<file path="src/rtl/pixel_readout_rx_if.sv">
// pixel_readout_rx_if: valid/ready pixel stream carrying row/column and framing tags.
interface pixel_readout_rx_if #(
  parameter int data_w = 8,
  parameter int row_w = 1,
  parameter int col_w = 1
);
  logic              out_valid;
  logic              out_ready;
  logic [data_w-1:0] out_data;
  logic [row_w-1:0]  out_row;
  logic [col_w-1:0]  out_col;
  logic              out_sof;
  logic              out_eol;
  modport master (
    output out_valid, out_data, out_row, out_col, out_sof, out_eol,
    input  out_ready
  );
  modport slave (
    input  out_valid, out_data, out_row, out_col, out_sof, out_eol,
    output out_ready
  );
endinterface

</file>
<file path="src/rtl/pixel_readout_rx.sv">
// pixel_readout_rx: captures pixel array readout frames into a ping-pong buffer and streams them out.
module pixel_readout_rx #(
  parameter int array_width = 2,
  parameter int array_height = 2,
  parameter int counter_width = 8,
  parameter int pixel_count = array_width * array_height
) (
  input  logic                     system_clk,
  input  logic                     reset,
  input  logic                     read,
  input  logic [counter_width-1:0] pixel_out,
  input  logic                     clear_overrun,
  output logic                     overrun,
  pixel_readout_rx_if.master       stream
);
  localparam int idx_w = pixel_count > 1 ? $clog2(pixel_count) : 1;
  localparam int row_w = array_height > 1 ? $clog2(array_height) : 1;
  localparam int col_w = array_width > 1 ? $clog2(array_width) : 1;
  typedef enum logic [1:0] {W_IDLE, W_FILL, W_DROP} wr_state_t;
  wr_state_t              wr_state, wr_state_n;
  logic [idx_w-1:0]       wr_idx, rd_idx;
  logic [row_w-1:0]       rd_row;
  logic [col_w-1:0]       rd_col;
  logic                   wr_bank, rd_bank;
  logic [1:0]             full, full_n;
  logic [counter_width-1:0] mem [2][pixel_count];
  logic wr_first, drop_start, wr_en, wr_last, wr_done, fire, rd_last, col_last;
  // A frame's fate (keep or drop) is decided on its first sample; the FSM remembers it.
  always_comb begin
    wr_first   = read && wr_state == W_IDLE;
    drop_start = wr_first && full[wr_bank];
    wr_en      = read && (wr_state == W_FILL || (wr_first && !full[wr_bank]));
    wr_last    = wr_idx == idx_w'(pixel_count - 1);
    wr_done    = wr_en && wr_last;
    wr_state_n = !read ? wr_state :
                 wr_last ? W_IDLE :
                 wr_state != W_IDLE ? wr_state :
                 drop_start ? W_DROP : W_FILL;
    fire       = full[rd_bank] && stream.out_ready;
    rd_last    = rd_idx == idx_w'(pixel_count - 1);
    col_last   = rd_col == col_w'(array_width - 1);
    full_n     = full;
    if (wr_done) full_n[wr_bank] = 1'b1;
    if (fire && rd_last) full_n[rd_bank] = 1'b0;
  end
  always_ff @(posedge system_clk) begin
    if (reset) begin
      wr_state <= W_IDLE;
      wr_idx   <= '0;
      wr_bank  <= 1'b0;
      rd_idx   <= '0;
      rd_row   <= '0;
      rd_col   <= '0;
      rd_bank  <= 1'b0;
      full     <= '0;
      overrun  <= 1'b0;
    end else begin
      wr_state <= wr_state_n;
      full     <= full_n;
      if (read) wr_idx <= wr_last ? '0 : wr_idx + 1'b1;
      if (wr_done) wr_bank <= ~wr_bank;
      if (fire) begin
        rd_idx <= rd_last ? '0 : rd_idx + 1'b1;
        rd_col <= col_last ? '0 : rd_col + 1'b1;
        rd_row <= rd_last ? '0 : col_last ? rd_row + 1'b1 : rd_row;
        if (rd_last) rd_bank <= ~rd_bank;
      end
      overrun <= drop_start | (overrun & ~clear_overrun);
    end
  end
  // Bank storage is deliberately left out of reset.
  always_ff @(posedge system_clk) begin
    if (wr_en) mem[wr_bank][wr_idx] <= pixel_out;
  end
  assign stream.out_valid = full[rd_bank];
  assign stream.out_data  = mem[rd_bank][rd_idx];
  assign stream.out_row   = rd_row;
  assign stream.out_col   = rd_col;
  assign stream.out_sof   = rd_idx == '0;
  assign stream.out_eol   = col_last;
endmodule

</file>
<file path="src/flat_wrapper.sv">
// flat-port wrapper written by rule: the top's interface ports become plain ports
module pixel_readout_rx_flat 
#(
  parameter int array_width = 2,
  parameter int array_height = 2,
  parameter int counter_width = 8,
  parameter int pixel_count = array_width * array_height
)
  (system_clk, reset, read, pixel_out, clear_overrun, overrun, stream_out_valid, stream_out_data, stream_out_row, stream_out_col, stream_out_sof, stream_out_eol, stream_out_ready);
  pixel_readout_rx_if #(.data_w(8), .row_w(1), .col_w(1)) stream_i ();
  input  logic system_clk;
  input  logic reset;
  input  logic read;
  input  logic [counter_width-1:0] pixel_out;
  input  logic clear_overrun;
  output logic overrun;
  output wire logic [$bits(stream_i.out_valid)-1:0] stream_out_valid;
  output wire logic [$bits(stream_i.out_data)-1:0] stream_out_data;
  output wire logic [$bits(stream_i.out_row)-1:0] stream_out_row;
  output wire logic [$bits(stream_i.out_col)-1:0] stream_out_col;
  output wire logic [$bits(stream_i.out_sof)-1:0] stream_out_sof;
  output wire logic [$bits(stream_i.out_eol)-1:0] stream_out_eol;
  input wire logic [$bits(stream_i.out_ready)-1:0] stream_out_ready;
  assign stream_out_valid = stream_i.out_valid;
  assign stream_out_data = stream_i.out_data;
  assign stream_out_row = stream_i.out_row;
  assign stream_out_col = stream_i.out_col;
  assign stream_out_sof = stream_i.out_sof;
  assign stream_out_eol = stream_i.out_eol;
  assign stream_i.out_ready = stream_out_ready;
  pixel_readout_rx #(.array_width(array_width), .array_height(array_height), .counter_width(counter_width), .pixel_count(pixel_count)) u_core (.system_clk(system_clk), .reset(reset), .read(read), .pixel_out(pixel_out), .clear_overrun(clear_overrun), .overrun(overrun), .stream(stream_i));
endmodule
</file>
<file path="config.mk">
export PLATFORM = sky130hd
export DESIGN_NAME = pixel_readout_rx_flat
export DESIGN_NICKNAME = d
export VERILOG_FILES = /design/src/rtl/pixel_readout_rx_if.sv /design/src/rtl/pixel_readout_rx.sv /design/src/flat_wrapper.sv
export SDC_FILE = /design/constraint.sdc
export NUM_CORES = 1
export LEC_CHECK = 0
export BUFFER_PORTS_ARGS = -buffer_cell sky130_fd_sc_hd__buf_2
export CAP_MARGIN = 20
export CORE_MARGIN = 3
export CORE_UTILIZATION = 40
export CTS_CLUSTER_DIAMETER = 50
export CTS_CLUSTER_SIZE = 8
export DETAILED_ROUTE_END_ITERATION = 10
export PLACE_DENSITY = 0.64
export SLEW_MARGIN = 10
export SYNTH_ARGS = -nofsm -noshare
export SYNTH_HDL_FRONTEND = slang
export SYNTH_SLANG_ARGS = --single-unit
</file>
<file path="constraint.sdc">
create_clock -name system_clk -period 1.5 [get_ports system_clk]
set_clock_uncertainty 0.1 [all_clocks]
set_input_delay 0.15 -clock system_clk [delete_from_list [all_inputs] [get_ports system_clk]]
set_output_delay 0.15 -clock system_clk [all_outputs]
set_load 0.05 [all_outputs]
</file>
==> results.py, run 1 <==
metrics = {
    "run_status": {
        "outcome": "finished with violations",
        "violations": "setup timing",
    },
    "synthesis": {
        "syn_inst": 193,
        "synth.avg_cell_area_um2": 16.45,
        "synthArstFlopShare": 0,
        "synth_cell_types": 34,
        "synth_warnings": 0,
        "seq_area_frac_synth": 0.6937,
        "synth.most_common_cell": "edfxtp_1",
        "synth-edff-count": 64,
        "synth_nets": 212,
        "synth_ff_type": "edfxtp_1",
        "yosysTopAreaCell": "edfxtp_1",
        "synthesis.area_mm2": 0.003174,
        "synth_area_leaders": "edfxtp_1 (61%), dfxtp_1 (8.8%), mux4_2 (7.1%)",
        "yosysTopAreaCellShare": 0.6054,
        "ys_ff_latch": 78,
        "synth_commonest_cells": "edfxtp_1 (64), nand2_1 (25), dfxtp_1 (14)",
    },
    "worst_setup_path": {
        "crit_chain": "buf_12, mux4_2, nand2_2, nand2_4, buf_6",
        "r2r-end": "u_core.mem[0][18]",
        "worst-setup-path-type": "reg -> out",
        "cp-endpoint": "stream_out_data[2]",
        "reg2reg_depth": 4,
        "r2r_slack_ps": 70,
        "crit_family": "multiplexers",
        "end_kind": "output port",
        "crit_required_ps": 1250,
        "crit_path_max_fanout": 10,
        "r2r-start": "u_core.wr_state[1]",
        "worstPathArrival_ps": 1680,
        "path_depth": 5,
        "startpoint_type": "flop",
        "crit_buf_inv": 2,
        "slowest_stage": "mux4_2",
        "slowest_delay_ps": 520,
    },
    "pwr": {
        "combPwrFrac": 0.075,
        "p_leak_nw": 1.467,
        "p_clk_frac": 0.380,
        "p_per_area_mw_per_mm2": 1077,
        "vdd_drop_max_mv": 0.6509,
        "total_power_mw": 4.396,
        "swShare": 0.2137,
        "p_int_mw": 3.457,
        "seq_power_share": 0.546,
        "power.switching_uw": 939.5,
    },
    "timing": {
        "fin_crit_ps": 1928,
        "totalNegativeSetupSlack_ps": -3236,
        "worst_slew_pin_slew_ps": 261.6,
        "hold_violations": 0,
        "relSlewSlack": 0.8206,
        "slew_violations": 0,
        "setup_slack_ps": -428.5,
        "max_freq_ghz": 0.5186,
        "timing.final.crit_share": 1.286,
        "rsz0062_at_grt": "true",
        "finalSetupViolCount": 8,
    },
    "die": {
        "rows": 31,
        "io_pins": 27,
        "fp.dieH_um": 95.08,
        "die-area_mm2": 0.009040,
        "core_area_mm2": 0.007486,
        "die_x_um": 95.08,
        "start_util": 0.4240,
    },
    "clocking": {
        "htree_levels": 3,
        "clock-sinks": 78,
        "path_clk_slew_ps": 70,
        "clk_latency_ps": 340,
        "cts_tree": "built",
        "clockBufferDepth": 2,
        "cts_made_buffers": 9,
        "clock_tree.root_cell": "clkbuf_8",
    },
    "layout": {
        "fin_util": 0.5452,
        "fin_area_mm2": 0.004081,
        "drive_gt1_frac": 0.4423,
        "diodes": 0,
        "multi_input_area_um2": 967.2,
        "nets": 274,
        "n_fill_cell": 601,
        "areaGrowthSynthToFinish_pct": 28.58,
        "regArea_mm2": 0.002213,
    },
    "grt": {
        "grt_pass1_vias": 1883,
        "grt_start_max_net_pins": 17,
        "grt_pass1_wl_mm": 9.867,
        "grt_usage": 0.1506,
        "grt.overflow.total": 0,
        "antenna_found_initial": 0,
    },
    "placement": {
        "postPlaceCellArea_mm2": 0.003696,
        "place_ws_ps": -192.4,
        "portBuffers": 26,
        "place_congestion": 0.7664,
        "hpwlAfterDp_mm": 4.027,
    },
    "route": {
        "wl_mm": 6.032,
        "wire_per_inst_um": 16.80,
        "vias": 1799,
        "drt-pass1-iter-count": 4,
        "viasPerCell": 5.011,
        "drc_errors": 0,
        "drt-initial-drc-count": 84,
        "ant_nets": 0,
    },
    "min_path": {
        "hold_class": "in -> reg",
    },
    "run": {
        "drv_cap": 0,
    },
}
## through the flow
step	hold WS, ps	std cells
2_1_floorplan	148.9	193
6_report	18.54	359
5_1_grt	38.16	359
3_5_place_dp	320.6	334
3_3_place_gp	319.2	334
4_1_cts	13.80	358
## cells by family after synthesis
group,after synthesis,synth area share
AOI/OAI and AO/OA,18,0.03863
adders and majority gates,6,0.02365
DFF,78,0.6937
muxes,19,0.1305
buffers and inverters,16,0.02877
and+or+nand+nor,56,0.08474
## routing by layer
metal,GRT usage,routed length [um],vias to the layer above,part of all wire
met5,0,0,-,0
met4,0.06490,93,0,0.015
met3,0.03078,152,9,0.025
met2,0.2280,2940,24,0.49
met1,0.2112,2846,906,0.47
li1,-,-,860,-
## state kept, by name (all words and copies together), names as in the netlist, named ones only
register               cells
u_core.full                2
u_core.mem                64
u_core.overrun             1
u_core.rd_bank             1
u_core.rd_idx              2
u_core.stream.out_col      1
u_core.stream.out_row      1
u_core.wr_bank             1
u_core.wr_idx              2
u_core.wr_state            2
## area by class of cell
class | instances | area share
inverters | 8 | 0.009197
well taps | 99 | 0.03035
flip-flops and latches | 78 | 0.5423
clock buffers | 10 | 0.03127
multi-input cells | 99 | 0.2370
clock inverters | 6 | 0.02085
repair buffers | 59 | 0.1291
## worst min path at each step
stage	depth (start not counted)	to	from	slack, ps
2_1_floorplan	0	u_core.mem[0][0]	pixel_out[0]	150
3_3_place_gp	1	u_core.mem[0][19]	pixel_out[3]	320
3_5_place_dp	1	u_core.mem[0][17]	pixel_out[1]	320
4_1_cts	3	u_core.stream.out_col	stream_out_ready	10
5_1_grt	3	u_core.stream.out_col	stream_out_ready	40
6_report	3	u_core.stream.out_col	stream_out_ready	20
## tightest hold or removal path: cells and delay by family
kind	cells	cell delay, ps
buf+inv	1	140
simple gates	1	70
compound gates	1	50
## power by group through the flow
stage	sequential [mW]	combinational (mW)	clock, mW
3_5_place_dp	2.45	0.282	0
5_1_grt	2.40	0.358	1.80
3_3_place_gp	2.45	0.277	0
6_report	2.40	0.329	1.67
2_1_floorplan	2.45	0.175	0
4_1_cts	2.40	0.329	1.71
## layout by cell type (no fill, tap or decap), types with 6 or more instances in the layout
| cell type | synthesis | layout |
|---|---|---|
| buf_4 | 1 | 20 |
| buf_6 | 1 | 9 |
| mux4_2 | 10 | 16 |
| dlygate4sd3_1 | 0 | 8 |
| edfxtp_1 | 64 | 64 |
| nand2_2 | 0 | 16 |
| a21oi_1 | 6 | 6 |
| clkbuf_8 | 0 | 9 |
| dfxtp_1 | 14 | 9 |
| nor2_1 | 6 | 6 |
| nand2_4 | 0 | 8 |
| buf_2 | 3 | 16 |
| inv_1 | 7 | 6 |
## timing repair
| action | 4_1_cts | 5_1_grt |
|---|---|---|
| hold buffers | 8 | 0 |
| gates resized for setup | 38 | 9 |
| hold endpoints to repair | 64 | 0 |
| endpoints found under the setup margin | 10 | 42 |
| pin swaps | 2 | 0 |
| setup buffers | 0 | 1 |
Note: power is estimated with default switching activity, not from simulation.
==> run 2: changes to the inputs <==
--- a/config.mk
+++ b/config.mk
@@ -12,7 +12,8 @@
 export CTS_CLUSTER_DIAMETER = 50
 export CTS_CLUSTER_SIZE = 8
 export DETAILED_ROUTE_END_ITERATION = 10
-export PLACE_DENSITY = 0.64
+export HOLD_SLACK_MARGIN = 0.08
+export PLACE_DENSITY = 0.62
 export SLEW_MARGIN = 10
 export SYNTH_ARGS = -nofsm -noshare
 export SYNTH_HDL_FRONTEND = slang
==> constraint.sdc (replaced) <==
create_clock -name system_clk -period 1.95 [get_ports system_clk]
set_clock_uncertainty 0.1 [all_clocks]
set_input_delay 0.195 -clock system_clk [delete_from_list [all_inputs] [get_ports system_clk]]
set_output_delay 0.195 -clock system_clk [all_outputs]
set_load 0.05 [all_outputs]
==> run 2 against run 1 <==
  * The run still ends with setup timing left
  * Combinational power decreased by 29%
  * Sequential cell count unchanged
  * Clock-buffer cell count increased by 1
  * Final cell count decreased by 2.2%
  * Register-to-register slack improved by 250 ps
  * Via count decreased by 3.6%
  * Die area unchanged
==> results.py, run 2 (synthesized netlist as in run 1, its figures left out) <==
metrics = {
    "worst_setup_path": {
        "r2r-end": "u_core.mem[1][12]",
        "startpoint_type": "flop",
        "path_depth": 5,
        "cp-endpoint": "stream_out_data[4]",
        "r2r_slack_ps": 320,
        "r2r-start": "u_core.wr_state[0]",
        "crit_buf_inv": 2,
        "worstPathArrival_ps": 1700,
        "crit_path_max_fanout": 8,
        "end_kind": "output port",
        "crit_required_ps": 1650,
        "worst-setup-path-type": "reg -> out",
        "crit_chain": "buf_12, mux4_2, nand2_2, nand2_2, buf_8",
        "slowest_stage": "mux4_2",
        "crit_family": "multiplexers",
        "crit_top_cell": "nand2_2",
        "reg2reg_depth": 3,
        "slowest_delay_ps": 520,
    },
    "placement": {
        "place_congestion": 0.7348,
        "hpwlAfterDp_mm": 3.631,
        "dp.cells": 323,
        "portBuffers": 26,
        "postPlaceCellArea_mm2": 0.003490,
    },
    "layout": {
        "largest_reg_flops": 64,
        "drive_gt1_frac": 0.3095,
        "nets": 266,
        "layout_common_cells": "edfxtp_1 (64), nand2_1 (20), buf_2 (18)",
        "diodes": 0,
        "final_common_cell": "edfxtp_1",
        "top_register": "u_core.mem",
        "areaGrowthSynthToFinish_pct": 21.05,
        "fin_area_mm2": 0.003842,
        "finalNonFillerCells": 351,
    },
    "grt": {
        "grt_use_met2": 0.2111,
        "antenna_found_initial": 0,
        "busiest_layer": "met2",
        "grt_pass1_wl_mm": 9.232,
        "grt_pass1_vias": 1720,
        "met1_usage": 0.2020,
        "grt_usage": 0.1431,
        "use_met3": 0.04736,
        "grt_start_max_net_pins": 20,
        "grt.overflow.total": 0,
    },
    "timing": {
        "setup_slack_ps": -42.65,
        "rsz0062_at_grt": "true",
        "hold_violations": 0,
        "relSlewSlack": 0.6687,
        "fin_crit_ps": 1993,
        "worst_slew_pin_slew_ps": 497.0,
        "max_freq_ghz": 0.5018,
        "finalSetupViolCount": 8,
        "whs_ps": 113.2,
        "timing.final.crit_share": 1.022,
        "slew_violations": 0,
    },
    "route": {
        "viasPerCell": 4.940,
        "vias": 1734,
        "drt-pass1-iter-count": 4,
        "wl_mm": 5.705,
        "ant_nets": 0,
        "drt-initial-drc-count": 166,
        "wire_per_inst_um": 16.25,
        "drc_errors": 0,
    },
    "die": {
        "die-area_mm2": 0.009040,
        "core_area_mm2": 0.007486,
        "die_x_um": 95.08,
        "start_util": 0.4240,
        "rows": 31,
        "fp.dieH_um": 95.08,
        "io_pins": 27,
    },
    "pwr": {
        "vdd_drop_max_mv": 0.4280,
        "total_power_mw": 3.104,
        "p_leak_nw": 1.364,
        "p_per_area_mw_per_mm2": 807.8,
    },
    "clocking": {
        "path_clk_slew_ps": 70,
        "clock-sinks": 78,
        "clock_tree.root_cell": "clkbuf_8",
        "clk_latency_ps": 340,
        "post_cts_buffers": 0,
        "cts_made_buffers": 9,
        "htree_levels": 3,
        "clockBufferDepth": 2,
        "cts_tree": "built",
    },
    "run_status": {
        "violations": "setup timing",
        "outcome": "finished with violations",
    },
    "run": {
        "drv_cap": 0,
    },
    "min_path": {
        "hold_class": "in -> reg",
    },
}
==> run 2: cell types whose count changed in the layout (fill, tap and decap cells not counted), sizes merged <==
cell,change
clkinvlp,+2
bufinv,-2
dlygate4sd3,+3
buf,-11
clkinv,-1
clkbuf,+1
==> run 2: layout make-up <==
cell class | instances | area (um^2)
Clock buffer | 11 | 131.4
Timing Repair Buffer | 51 | 444.2
Clock inverter | 5 | 35.03
Fill cell | 645 | 3643
Multi-Input combinational cell | 99 | 870.8
Inverter | 8 | 30.03
Tap cell | 99 | 123.9
Sequential cell | 78 | 2207
==> run 2: timing repair <==
item,in CTS,in global routing
hold buffers,11,0
endpoints found under the hold margin,70,0
cloned,1,0
pin swaps,4,1
gates resized for setup,28,4
endpoints found under the setup margin,8,8
==> run 2: how the worst min path moves through the flow <==
stage                              from                 to  slack (ps)  cells after the start
after floorplan            pixel_out[0]   u_core.mem[0][0]         190                      0
after global placement     pixel_out[7]  u_core.mem[0][23]         360                      1
after detailed placement   pixel_out[7]  u_core.mem[0][31]         370                      1
after CTS                 clear_overrun     u_core.overrun          90                      4
after global routing      clear_overrun     u_core.overrun         110                      4
final                     clear_overrun     u_core.overrun         110                      4
==> run 2: worst reg2reg max path, delay by kind of cell, from the launching register on <==
kind,cells,cell delay (ps)
and+or+nand+nor,3,790
DFF,1,390
==> run 2: routing by layer <==
| layer | vias to the layer above | share of wire |
|---|---|---|
| li1 | 840 | - |
| met1 | 836 | 0.46 |
| met2 | 52 | 0.47 |
| met3 | 6 | 0.061 |
| met4 | 0 | 0.0093 |
| met5 | - | 0 |
==> run 2: report_power, final <==
part / internal [mW] / leakage (nW) / switching, mW
Sequential: 1.83 / 0.696 / 0.0123
Clock: 0.463 / 0.0736 / 0.562
Combinational: 0.101 / 0.594 / 0.134
==> run 2: stage by stage <==
step | setup TNS, ps | utilization | setup WS (ps)
6_report | -119.5 | 0.5133 | -42.65
5_1_grt | -796.5 | 0.5133 | -125.1
4_1_cts | -388.3 | 0.5120 | -68.47
3_5_place_dp | 0 | 0.4662 | 191.9
3_3_place_gp | 0 | 0.4662 | 207.7
2_1_floorplan | 0 | - | 241.7
==> run 3: changes to the inputs <==
--- a/config.mk
+++ b/config.mk
@@ -13,6 +13,7 @@
 export CTS_CLUSTER_SIZE = 8
 export DETAILED_ROUTE_END_ITERATION = 10
 export HOLD_SLACK_MARGIN = 0.08
+export MAX_ROUTING_LAYER = met4
 export PLACE_DENSITY = 0.62
 export SLEW_MARGIN = 10
 export SYNTH_ARGS = -nofsm -noshare
==> run 3 against run 2 <==
  * The flow still finishes with violations (setup timing)
  * Die area stayed put
  * Combinational power hardly changed
  * Largest power group unchanged
  * Sequential power hardly changed
  * Utilization stayed put
  * Global-route usage is 0.42 points higher
  * Highest routed layer unchanged
  * Sequential share of layout area stayed put
  * Design area stayed put
  * Critical path depth stayed put
==> results.py, run 3 (synthesized netlist as in run 1, its figures left out) <==
metrics = {
    "run_status": {
        "outcome": "finished with violations",
        "violations": "setup timing",
    },
    "route": {
        "drc_errors": 0,
        "wl_mm": 5.669,
        "ant_nets": 0,
        "wire_per_inst_um": 16.15,
        "drt-pass1-iter-count": 4,
        "vias": 1732,
        "viasPerCell": 4.934,
        "drt-initial-drc-count": 118,
    },
    "worst_setup_path": {
        "slowest_delay_ps": 520,
        "crit_required_ps": 1650,
        "crit_top_cell": "nand2_2",
        "end_kind": "output port",
        "crit_path_max_fanout": 8,
        "r2r_slack_ps": 330,
        "reg2reg_depth": 3,
        "slowest_stage": "mux4_2",
        "worstPathArrival_ps": 1690,
        "crit_chain": "buf_12, mux4_2, nand2_2, nand2_2, buf_8",
        "r2r-end": "u_core.mem[0][2]",
        "worst-setup-path-type": "reg -> out",
        "r2r-start": "u_core.wr_bank",
        "startpoint_type": "flop",
    },
    "pwr": {
        "vdd_drop_max_mv": 0.4280,
        "p_leak_nw": 1.364,
        "p_per_area_mw_per_mm2": 807.1,
    },
    "timing": {
        "whs_ps": 113.4,
        "hold_violations": 0,
        "slew_violations": 0,
        "relSlewSlack": 0.6750,
        "setup_slack_ps": -38.68,
        "fin_crit_ps": 1989,
        "rsz0062_at_grt": "true",
        "finalSetupViolCount": 7,
        "worst_slew_pin_slew_ps": 487.5,
        "max_freq_ghz": 0.5028,
        "timing.final.crit_share": 1.020,
    },
    "grt": {
        "grt_pass1_vias": 1715,
        "antenna_found_initial": 0,
        "grt_start_max_net_pins": 20,
        "grt_usage": 0.1473,
        "grt.overflow.total": 0,
        "grt_pass1_wl_mm": 9.225,
    },
    "die": {
        "core_area_mm2": 0.007486,
        "die_x_um": 95.08,
        "start_util": 0.4240,
        "rows": 31,
        "die-area_mm2": 0.009040,
        "io_pins": 27,
        "fp.dieH_um": 95.08,
    },
    "placement": {
        "portBuffers": 26,
        "hpwlAfterDp_mm": 3.631,
        "place_congestion": 0.7438,
        "place_ws_ps": 191.9,
    },
    "layout": {
        "largest_reg_flops": 64,
        "layout_common_cells": "edfxtp_1 (64), nand2_1 (20), buf_2 (18)",
        "top_register": "u_core.mem",
        "nets": 266,
        "diodes": 0,
        "final_common_cell": "edfxtp_1",
        "areaGrowthSynthToFinish_pct": 21.05,
        "drive_gt1_frac": 0.3095,
        "multi_input_area_um2": 870.8,
        "n_fill_cell": 645,
        "regArea_mm2": 0.002207,
    },
    "run": {
        "drv_cap": 0,
    },
    "clocking": {
        "cts_made_buffers": 9,
        "clock-sinks": 78,
        "clock_tree.root_cell": "clkbuf_8",
        "path_clk_slew_ps": 70,
        "clk_latency_ps": 340,
        "cts_tree": "built",
        "htree_levels": 3,
        "clockBufferDepth": 2,
    },
    "min_path": {
        "hold-path-cell-count": 4,
        "hold_class": "in -> reg",
        "hp-start": "clear_overrun",
        "holdPathEnd": "u_core.overrun",
    },
}
run 3: power by group:
part	switching (mW)	total (mW)	leakage (nW)	internal [mW]
sequential	0.0122	1.84	0.696	1.83
clock	0.559	1.02	0.0736	0.463
combinational	0.135	0.235	0.594	0.101
total	0.706	3.10	1.36	2.40
run 3: layout make-up:
| type | count | area share |
|---|---|---|
| sequential | 78 | 0.5744 |
| multi-input combinational | 99 | 0.2266 |
| timing repair buffer | 51 | 0.1156 |
| clock buffer | 11 | 0.03419 |
| tap | 99 | 0.03224 |
| clock inverter | 5 | 0.009118 |
| inverter | 8 | 0.007815 |
run 3: how the worst max path moves through the flow:
stage          cells after the start                  to  slack [ps]  startpoint
3_3_place_gp                       5  stream_out_data[4]         210        flop
6_report                           5  stream_out_data[4]         -40        flop
3_5_place_dp                       5  stream_out_data[4]         190        flop
4_1_cts                            5  stream_out_data[4]         -70        flop
2_1_floorplan                      5  stream_out_data[5]         240        flop
5_1_grt                            5  stream_out_data[4]        -130        flop
run 3: critical path, delay by kind of cell (launching register included):
family | cells | cell delay [ps]
mux | 1 | 520
flops | 1 | 390
buf+inv | 2 | 300
simple gates | 2 | 150
run 3: what timing repair did:
action | 4_1_cts | 5_1_grt
buffers inserted | 0 | 0
hold endpoints to repair | 70 | 0
pin swaps | 4 | 1
gates resized for setup | 28 | 4
hold buffers | 11 | 0
setup endpoints to repair | 8 | 8
gates cloned | 1 | 0
run 3: routing by layer:
layer / vias up / routed length [um] / GRT usage
met3: 7 / 242 / 0.04499
met4: 0 / 55 / 0.04327
met2: 43 / 2684 / 0.2111
met5: - / 0 / -
li1: 839 / - / -
met1: 843 / 2687 / 0.2036
run 3: stage by stage:
step | setup TNS, ps | power, mW | utilization | cells | area (um^2)
final | -98.24 | 3.101 | 0.5133 | 351 | 3842
after global routing | -796.4 | 3.236 | 0.5133 | 351 | 3842
after CTS | -388.3 | 3.133 | 0.5120 | 351 | 3832
after detailed placement | 0 | 2.081 | 0.4662 | 323 | 3490
after global placement | 0 | 2.078 | 0.4662 | 323 | 3490
after floorplan | 0 | 2.004 | - | 193 | 3174
